**src/rtl/fetch_decode.sv**
```systemverilog
// fetch_decode: program-driven control sequencer for the regfile/ALU datapath.
// Fetches 16-bit instructions from a synchronous-read program memory and runs
// them through a FETCH -> DECODE -> EXEC loop, one instruction per three cycles.
//
// Ports:
//   clk        clock, rising edge
//   rst        asynchronous reset, active low
//   run        start/continue; sampled in IDLE and when leaving EXEC
//   mem_addr   program-memory address (always the PC)
//   mem_rdata  instruction word, valid one cycle after mem_addr
//   rs, rd     ALU operand register selects
//   opcode     ALU operation code
//   re         one-hot register write enable (EXEC only)
//   ri         ALU second operand is imm
//   fe         flag-register write enable
//   imm        extended immediate
//   halted     HALT executed; sticky until reset
module fetch_decode #(
  parameter int unsigned ADDR_WIDTH = 8,
  parameter int unsigned START_ADDR = 0
) (
  input  logic                  clk,
  input  logic                  rst,
  input  logic                  run,
  output logic [ADDR_WIDTH-1:0] mem_addr,
  input  logic [15:0]           mem_rdata,
  output logic [3:0]            rs,
  output logic [3:0]            rd,
  output logic [4:0]            opcode,
  output logic [15:0]           re,
  output logic                  ri,
  output logic                  fe,
  output logic [15:0]           imm,
  output logic                  halted
);

  localparam logic [2:0] StIdle   = 3'd0;
  localparam logic [2:0] StFetch  = 3'd1;
  localparam logic [2:0] StDecode = 3'd2;
  localparam logic [2:0] StExec   = 3'd3;
  localparam logic [2:0] StHalt   = 3'd4;

  localparam logic [ADDR_WIDTH-1:0] StartPc = ADDR_WIDTH'(START_ADDR);

  localparam logic [4:0] AluAnd = 5'b00001;
  localparam logic [4:0] AluOr  = 5'b00010;
  localparam logic [4:0] AluXor = 5'b00011;
  localparam logic [4:0] AluNot = 5'b00100;
  localparam logic [4:0] AluAdd = 5'b00101;
  localparam logic [4:0] AluSub = 5'b01001;
  localparam logic [4:0] AluLsh = 5'b01100;
  localparam logic [4:0] AluRsh = 5'b10011;

  logic [2:0]            state_q, state_d;
  logic [ADDR_WIDTH-1:0] pc_q, pc_d;
  logic [15:0]           ir_q, ir_d;
  logic                  halted_q, halted_d;

  logic [3:0] ir_op, ir_rdest, ir_ext, ir_rsrc;
  logic [7:0] ir_imm8;
  logic       is_halt;

  assign ir_op    = ir_q[15:12];
  assign ir_rdest = ir_q[11:8];
  assign ir_ext   = ir_q[7:4];
  assign ir_rsrc  = ir_q[3:0];
  assign ir_imm8  = ir_q[7:0];
  assign is_halt  = (ir_op == 4'hF);

  // Sequencer
  always_comb begin
    state_d  = state_q;
    pc_d     = pc_q;
    ir_d     = ir_q;
    halted_d = halted_q;
    case (state_q)
      StIdle: begin
        if (run) state_d = StFetch;
      end
      StFetch: begin
        state_d = StDecode;
      end
      StDecode: begin
        // Memory was addressed during FETCH, so its data is valid now.
        ir_d    = mem_rdata;
        state_d = StExec;
      end
      StExec: begin
        if (is_halt) begin
          state_d  = StHalt;
          halted_d = 1'b1;
        end else begin
          pc_d    = pc_q + 1'b1;
          state_d = run ? StFetch : StIdle;
        end
      end
      StHalt: begin
        state_d = StHalt;
      end
      default: begin
        state_d = StIdle;
      end
    endcase
  end

  always_ff @(posedge clk or negedge rst) begin
    if (!rst) begin
      state_q  <= StIdle;
      pc_q     <= StartPc;
      ir_q     <= 16'h0000;
      halted_q <= 1'b0;
    end else begin
      state_q  <= state_d;
      pc_q     <= pc_d;
      ir_q     <= ir_d;
      halted_q <= halted_d;
    end
  end

  // Register-form operation, selected by ext
  logic [4:0] reg_code;
  logic       reg_ok;
  always_comb begin
    reg_code = 5'b00000;
    reg_ok   = 1'b1;
    case (ir_ext)
      4'b0101: reg_code = AluAdd;
      4'b1001: reg_code = AluSub;
      4'b0001: reg_code = AluAnd;
      4'b0010: reg_code = AluOr;
      4'b0011: reg_code = AluXor;
      4'b0100: reg_code = AluNot;
      4'b1100: reg_code = AluLsh;
      4'b1101: reg_code = AluRsh;
      default: reg_ok   = 1'b0;
    endcase
  end

  // Immediate-form operation, selected by op
  logic [4:0] imm_code;
  logic       imm_ok;
  always_comb begin
    imm_code = 5'b00000;
    imm_ok   = 1'b1;
    case (ir_op)
      4'b0101: imm_code = AluAdd;
      4'b1001: imm_code = AluSub;
      4'b0001: imm_code = AluAnd;
      4'b0010: imm_code = AluOr;
      4'b0011: imm_code = AluXor;
      default: imm_ok   = 1'b0;
    endcase
  end

  // Control bundle: only live in EXEC, so an async reset kills re/fe at once.
  always_comb begin
    rs     = 4'h0;
    rd     = 4'h0;
    opcode = 5'b00000;
    re     = 16'h0000;
    ri     = 1'b0;
    fe     = 1'b0;
    imm    = 16'h0000;
    if (state_q == StExec) begin
      if (ir_op == 4'h0 && reg_ok) begin
        rd     = ir_rdest;
        rs     = (reg_code == AluNot) ? 4'h0 : ir_rsrc;
        opcode = reg_code;
        re     = 16'h0001 << ir_rdest;
        fe     = (reg_code == AluAdd) || (reg_code == AluSub);
      end else if (imm_ok) begin
        rd     = ir_rdest;
        ri     = 1'b1;
        opcode = imm_code;
        re     = 16'h0001 << ir_rdest;
        fe     = (imm_code == AluAdd) || (imm_code == AluSub);
        // Arithmetic immediates are signed, logic immediates are masks.
        imm    = fe ? {{8{ir_imm8[7]}}, ir_imm8} : {8'h00, ir_imm8};
      end
    end
  end

  assign mem_addr = pc_q;
  assign halted   = halted_q;

endmodule

```
**config.mk**
```make
export PLATFORM = sky130hd
export DESIGN_NAME = fetch_decode
export DESIGN_NICKNAME = d
export VERILOG_FILES = /design/src/rtl/fetch_decode.sv
export SDC_FILE = /design/constraint.sdc
export NUM_CORES = 1
export LEC_CHECK = 0
export CORE_ASPECT_RATIO = 0.6
export CORE_MARGIN = 2
export CORE_UTILIZATION = 50
export CTS_BUF_LIST = sky130_fd_sc_hd__clkbuf_8
export DETAILED_ROUTE_END_ITERATION = 10
export GPL_ROUTABILITY_DRIVEN = 0
export PLACE_DENSITY_LB_ADDON = 0.12
export SLEW_MARGIN = 20
export SYNTH_ARGS = -nofsm -noshare
export SYNTH_HDL_FRONTEND = slang
export SYNTH_SLANG_ARGS = --single-unit
export TNS_END_PERCENT = 20
```
**constraint.sdc**
```tcl
create_clock -name clk -period 3.55 [get_ports clk]
set_clock_uncertainty 0.2 [all_clocks]
set_input_delay 0.8875 -clock clk [delete_from_list [all_inputs] [get_ports clk]]
set_output_delay 0.8875 -clock clk [all_outputs]
set_load 0.02 [all_outputs]
```
# Word level (Yosys, flattened, before mapping)
# Cells that the tools add are included.
# classes
n_reduce_logical,9
shifts,1
bitwise_logic,1
eq_ne,24
n_addsub,1
muxes,30
# ops
op,n
2-to-1 mux 16 bit,7
one-hot mux 5 bit (8 select lines),1
2-to-1 mux 4 bit,7
"== test 4 bit, second input constant",5
one-hot mux 4 bit (5 select lines),1
"== test 4 x 2 -> 1 bit, second input constant",4
"left shift 1 x 4 -> 16 bit, first input constant",1
"== test 5 x 3 -> 1 bit, second input constant",3
one-hot mux 3 bit (5 select lines),1
"== test 4 x 3 -> 1 bit, second input constant",3
"== test 5 x 4 -> 1 bit, second input constant",2
2-to-1 mux 5 bit,2
2-to-1 mux 1 bit,9
"adder 8 x 1 -> 8 bit, second input constant",1
"== test 4 x 1 -> 1 bit, second input constant",2
OR reduction 8 bit,1
"== test 3 x 2 -> 1 bit, second input constant",2
2-to-1 mux 3 bit,2
OR reduction 5 bit,1
zero test 4 bit,1
AND reduction 2 bit,2
"== test 3 x 1 -> 1 bit, second input constant",1
"== test 3 bit, second input constant",1
zero test 3 bit,1
4 further kinds,5
# totals
register_bits,28
inputBits,19
wordCells,70

# Depth between registers and ports, before layout
# logic_depth
ltp_word,8
mapped_depth,6

# Worst setup path after synthesis
# No wires, ideal clock.
# synth_timing
kind,reg2out
from,register state_q[2]
to,output port imm[10]
slack_ps,569
path_stages_with_launch,5
arrival_ps,1893
n_path_buf,2
path_cell_list,dfrtp_1 -> nand4bb_1 -> buf_2 -> nor3_1 -> buf_4
# synth_between
elab_chain_cells,2
# synth_rtl
item,line_no,rtl
"start, declared",54,"logic [2:0] state_q, state_d;"
"start signal, assigned",108,state_q <= StIdle;
"start signal, assigned",113,state_q <= state_d;
== test 3 x 2 -> 1 bit,164,if (state_q == StExec) begin
2-to-1 mux 16 bit,164,
"end, declared",33,"output logic [15:0] imm,"
# Every way passes these cells.

# Worst setup path in the final report
# layout_timing
from,register state_q[2]
to,output port imm[13]
# Same word-level chain as after synthesis.

==> results.sh <==
export IMPL_finalCritPeriodShare_pct=95.3
export IMPL_grt_use_total_pct=24.5
export IMPL_die_w_um=86.8
export IMPL_timing_hold_ws_ns=0.277
export IMPL_drv_cap=0
export IMPL_holdBufCountCts=0
export IMPL_yosysTopAreaCellShare_pct=34.1
export IMPL_worstHoldPathType="reg -> reg"
export IMPL_register_area_um2=702
export IMPL_cp_arrival_ns=2.30
export IMPL_layout_setup_ws_ns=0.167
export IMPL_cts_buffer_depth=2
export IMPL_initialDrtViolationCount=221
export IMPL_ys_flop_type="dfrtp_1"
export IMPL_layout_drive_gt1_share_pct=18.0
export IMPL_yosysUniqueCellTypes=44
export IMPL_wl_per_cell_um=17.1
export IMPL_synth_edf_count=0
export IMPL_rows=17
export IMPL_cts_sinks=28
export IMPL_dieArea_mm2=0.00466
export IMPL_chipHeight_um=53.7
export IMPL_crit_path_start="state_q[2]$_DFFE_PN0P_"
export IMPL_drv_slew=0
export IMPL_dp_hpwl_mm=3.93
export IMPL_rsz0062_at_grt="false"
export IMPL_synthArstFlopShare_pct=100
export IMPL_overflow=0
export IMPL_core_area_mm2=0.00381
export IMPL_crit_fanout=9
export IMPL_grt_pass1_vias=1719
export IMPL_worstRegToRegCells=3
export IMPL_dr_pass1_iters=4
export IMPL_seq_area_frac_synth_pct=34.1
export IMPL_areaGrowthSynthToFinish_pct=33.8
export IMPL_drc=0
export IMPL_root_buffer="clkbuf_8"
export IMPL_fillCellCount=300
export IMPL_outcome="finished clean"
export IMPL_hp_start="mem_addr[7]$_DFFE_PN0P_"
export IMPL_critPathSlowestCell="clkdlybuf4s50_1"
export IMPL_synth_seq_cells=28
export IMPL_r2r_end="ir_q[12]$_DFFE_PN0P_"
export IMPL_cts_clk_slew_worst_paths_ns=0.10
export IMPL_multi_input_comb_area_mm2=0.00113
export IMPL_path_cells="nand4bb_2 > nor3_1 > buf_4 > clkdlybuf4s50_1"
export IMPL_start_util_pct=54.0
export IMPL_vias_per_cell=5.83
export IMPL_place_ws_ns=0.371
export IMPL_vias=1826
export IMPL_finalHoldViolCount=0
export IMPL_rrSetupSlack_ns=1.43
export IMPL_cts_max_level=1
export IMPL_portBuffers=74
export IMPL_cp_required_ns=2.46
export IMPL_hold_depth=1
export IMPL_cts_tree="yes"
export IMPL_synthTopCellsByArea="dfrtp_1, mux2_2, buf_6"
export IMPL_power_leakage_uw=0.00102
export IMPL_setup_viol=0
export IMPL_path_class="reg -> out"
export IMPL_max_stage_delay_ns=0.60
export IMPL_synth_yosys_warnings=0
export IMPL_cts_made_buffers=3
export IMPL_powerDensity_mw_per_mm2=849
export IMPL_yosys_area_top_type="dfrtp_1"
export IMPL_vdd_ir_drop_max_v=0.000544
export IMPL_synthCells=213
export IMPL_start_kind="flip-flop"
export IMPL_endpoint="imm[13]"
export IMPL_grt_max_degree=29
export IMPL_period_minus_slack_ns=3.38
export IMPL_routed_wl_mm=5.35
export IMPL_final_antenna_net_count=0
export IMPL_synth_area_mm2=0.00206
export IMPL_max_freq_mhz=296
export IMPL_setup_tns_ns=0
export IMPL_antenna_found_initial=0
export IMPL_clk_latency_ns=0.28
export IMPL_n_antenna_cell=0
export IMPL_r2r_start="state_q[1]$_DFFE_PN0P_"
export IMPL_synth_nets=233
export IMPL_grt_first_pass_wirelength_mm=8.74
export IMPL_worst_pin_slew_ns=0.622
export IMPL_end_kind="output port"
export IMPL_slew_headroom_pct=58.3
export IMPL_fin_nets=287
export IMPL_synth_avg_cell_area_um2=9.65
export IMPL_io_pins=75
[placed cells by master, fill, tap and decap left out, types with 5 or more instances in the layout]
cell,instances
a21oi_1,15
a21oi_2,10
buf_4,5
clkdlybuf4s50_1,74
dfrtp_1,27
mux2_2,10
nand2_1,13
nand3_1,14
nand4_1,10
nor2_1,7
nor3_1,10
nor3b_1,7
xnor2_1,5
xor2_1,6
[final cells by class]
cell class                 instances  area share [%]
multi-input combinational        151            40.9
tap                               47            2.14
sequential                        28            25.5
inverter                           3           0.409
clock buffer                       4            2.00
timing repair buffer              80            29.0
[sequential cells by signal, indices dropped and copies added (netlist names)]
name and count:
state_q 3, halted 1, mem_addr 8, ir_q 16
[synthesized netlist by cell type (all sizes together) (2+ instances only)]
library cell	count
a21o	2
a22oi	2
nand3	14
nor3	10
inv	3
nor2	8
nor4b	5
nand4	11
mux2	14
nor3b	8
o21bai	2
xnor2	5
buf	27
nand2	13
dfrtp	28
a21oi	25
xor2	6
nor2b	4
nand3b	5
o21ai	5
clkbuf	4
[per-stage QoR]
stage          utilization (%)  total power [uW]  instances  area (um2)
6_report                  72.3              2340        313        2750
5_1_grt                   72.3              2500        313        2750
3_5_place_dp              70.7              2110        309        2690
2_1_floorplan                -              1770        213        2060
3_3_place_gp              70.7              2080        309        2690
4_1_cts                   72.1              2320        313        2750
[power by group]
| part | internal [uW] | switching (uW) | leakage, uW |
|---|---|---|---|
| clock | 99.4 | 101 | 0.0000288 |
| combinational | 626 | 741 | 0.000655 |
| sequential | 463 | 305 | 0.000340 |
| total | 1190 | 1150 | 0.00102 |
[cells by family after synthesis]
| group | count (synthesis) | share of synthesized area, % |
|---|---|---|
| XOR/XNOR | 11 | 4.69 |
| AO/OA/AOI/OAI | 39 | 13.3 |
| buffers and inverters | 34 | 11.6 |
| adder cells (fa/ha/maj) | 1 | 0.609 |
| flip-flops | 28 | 34.1 |
| AND/OR/NAND/NOR | 85 | 26.9 |
| multiplexers | 15 | 8.89 |
[critical path, delay by kind of cell (launching register included)]
kind,cells,cell delay (ns)
AND/OR/NAND/NOR,2,0.76
flip-flops,1,0.47
buffers and inverters,2,0.78
[timing repair]
item / CTS / global route
buffers inserted: 0 / 0
gates resized for setup: 0 / 2
endpoints found under the setup margin: 0 / 11
[worst min path at each step]
stage | end
after floorplan | ir_q[0]$_DFFE_PN0P_
after global placement | halted$_DFFE_PN0P_
after detailed placement | halted$_DFFE_PN0P_
after CTS | mem_addr[7]$_DFFE_PN0P_
after global routing | halted$_DFFE_PN0P_
final | mem_addr[7]$_DFFE_PN0P_
[metal layers]
metal	track usage (%)	vias to the layer above	wire length, um
met2	35.0	81	2270
met1	37.5	883	2590
met4	3.65	0	10
li1	-	860	-
met5	0	-	0
met3	6.13	2	478
No activity file was read; power rests on OpenSTA's default activity.
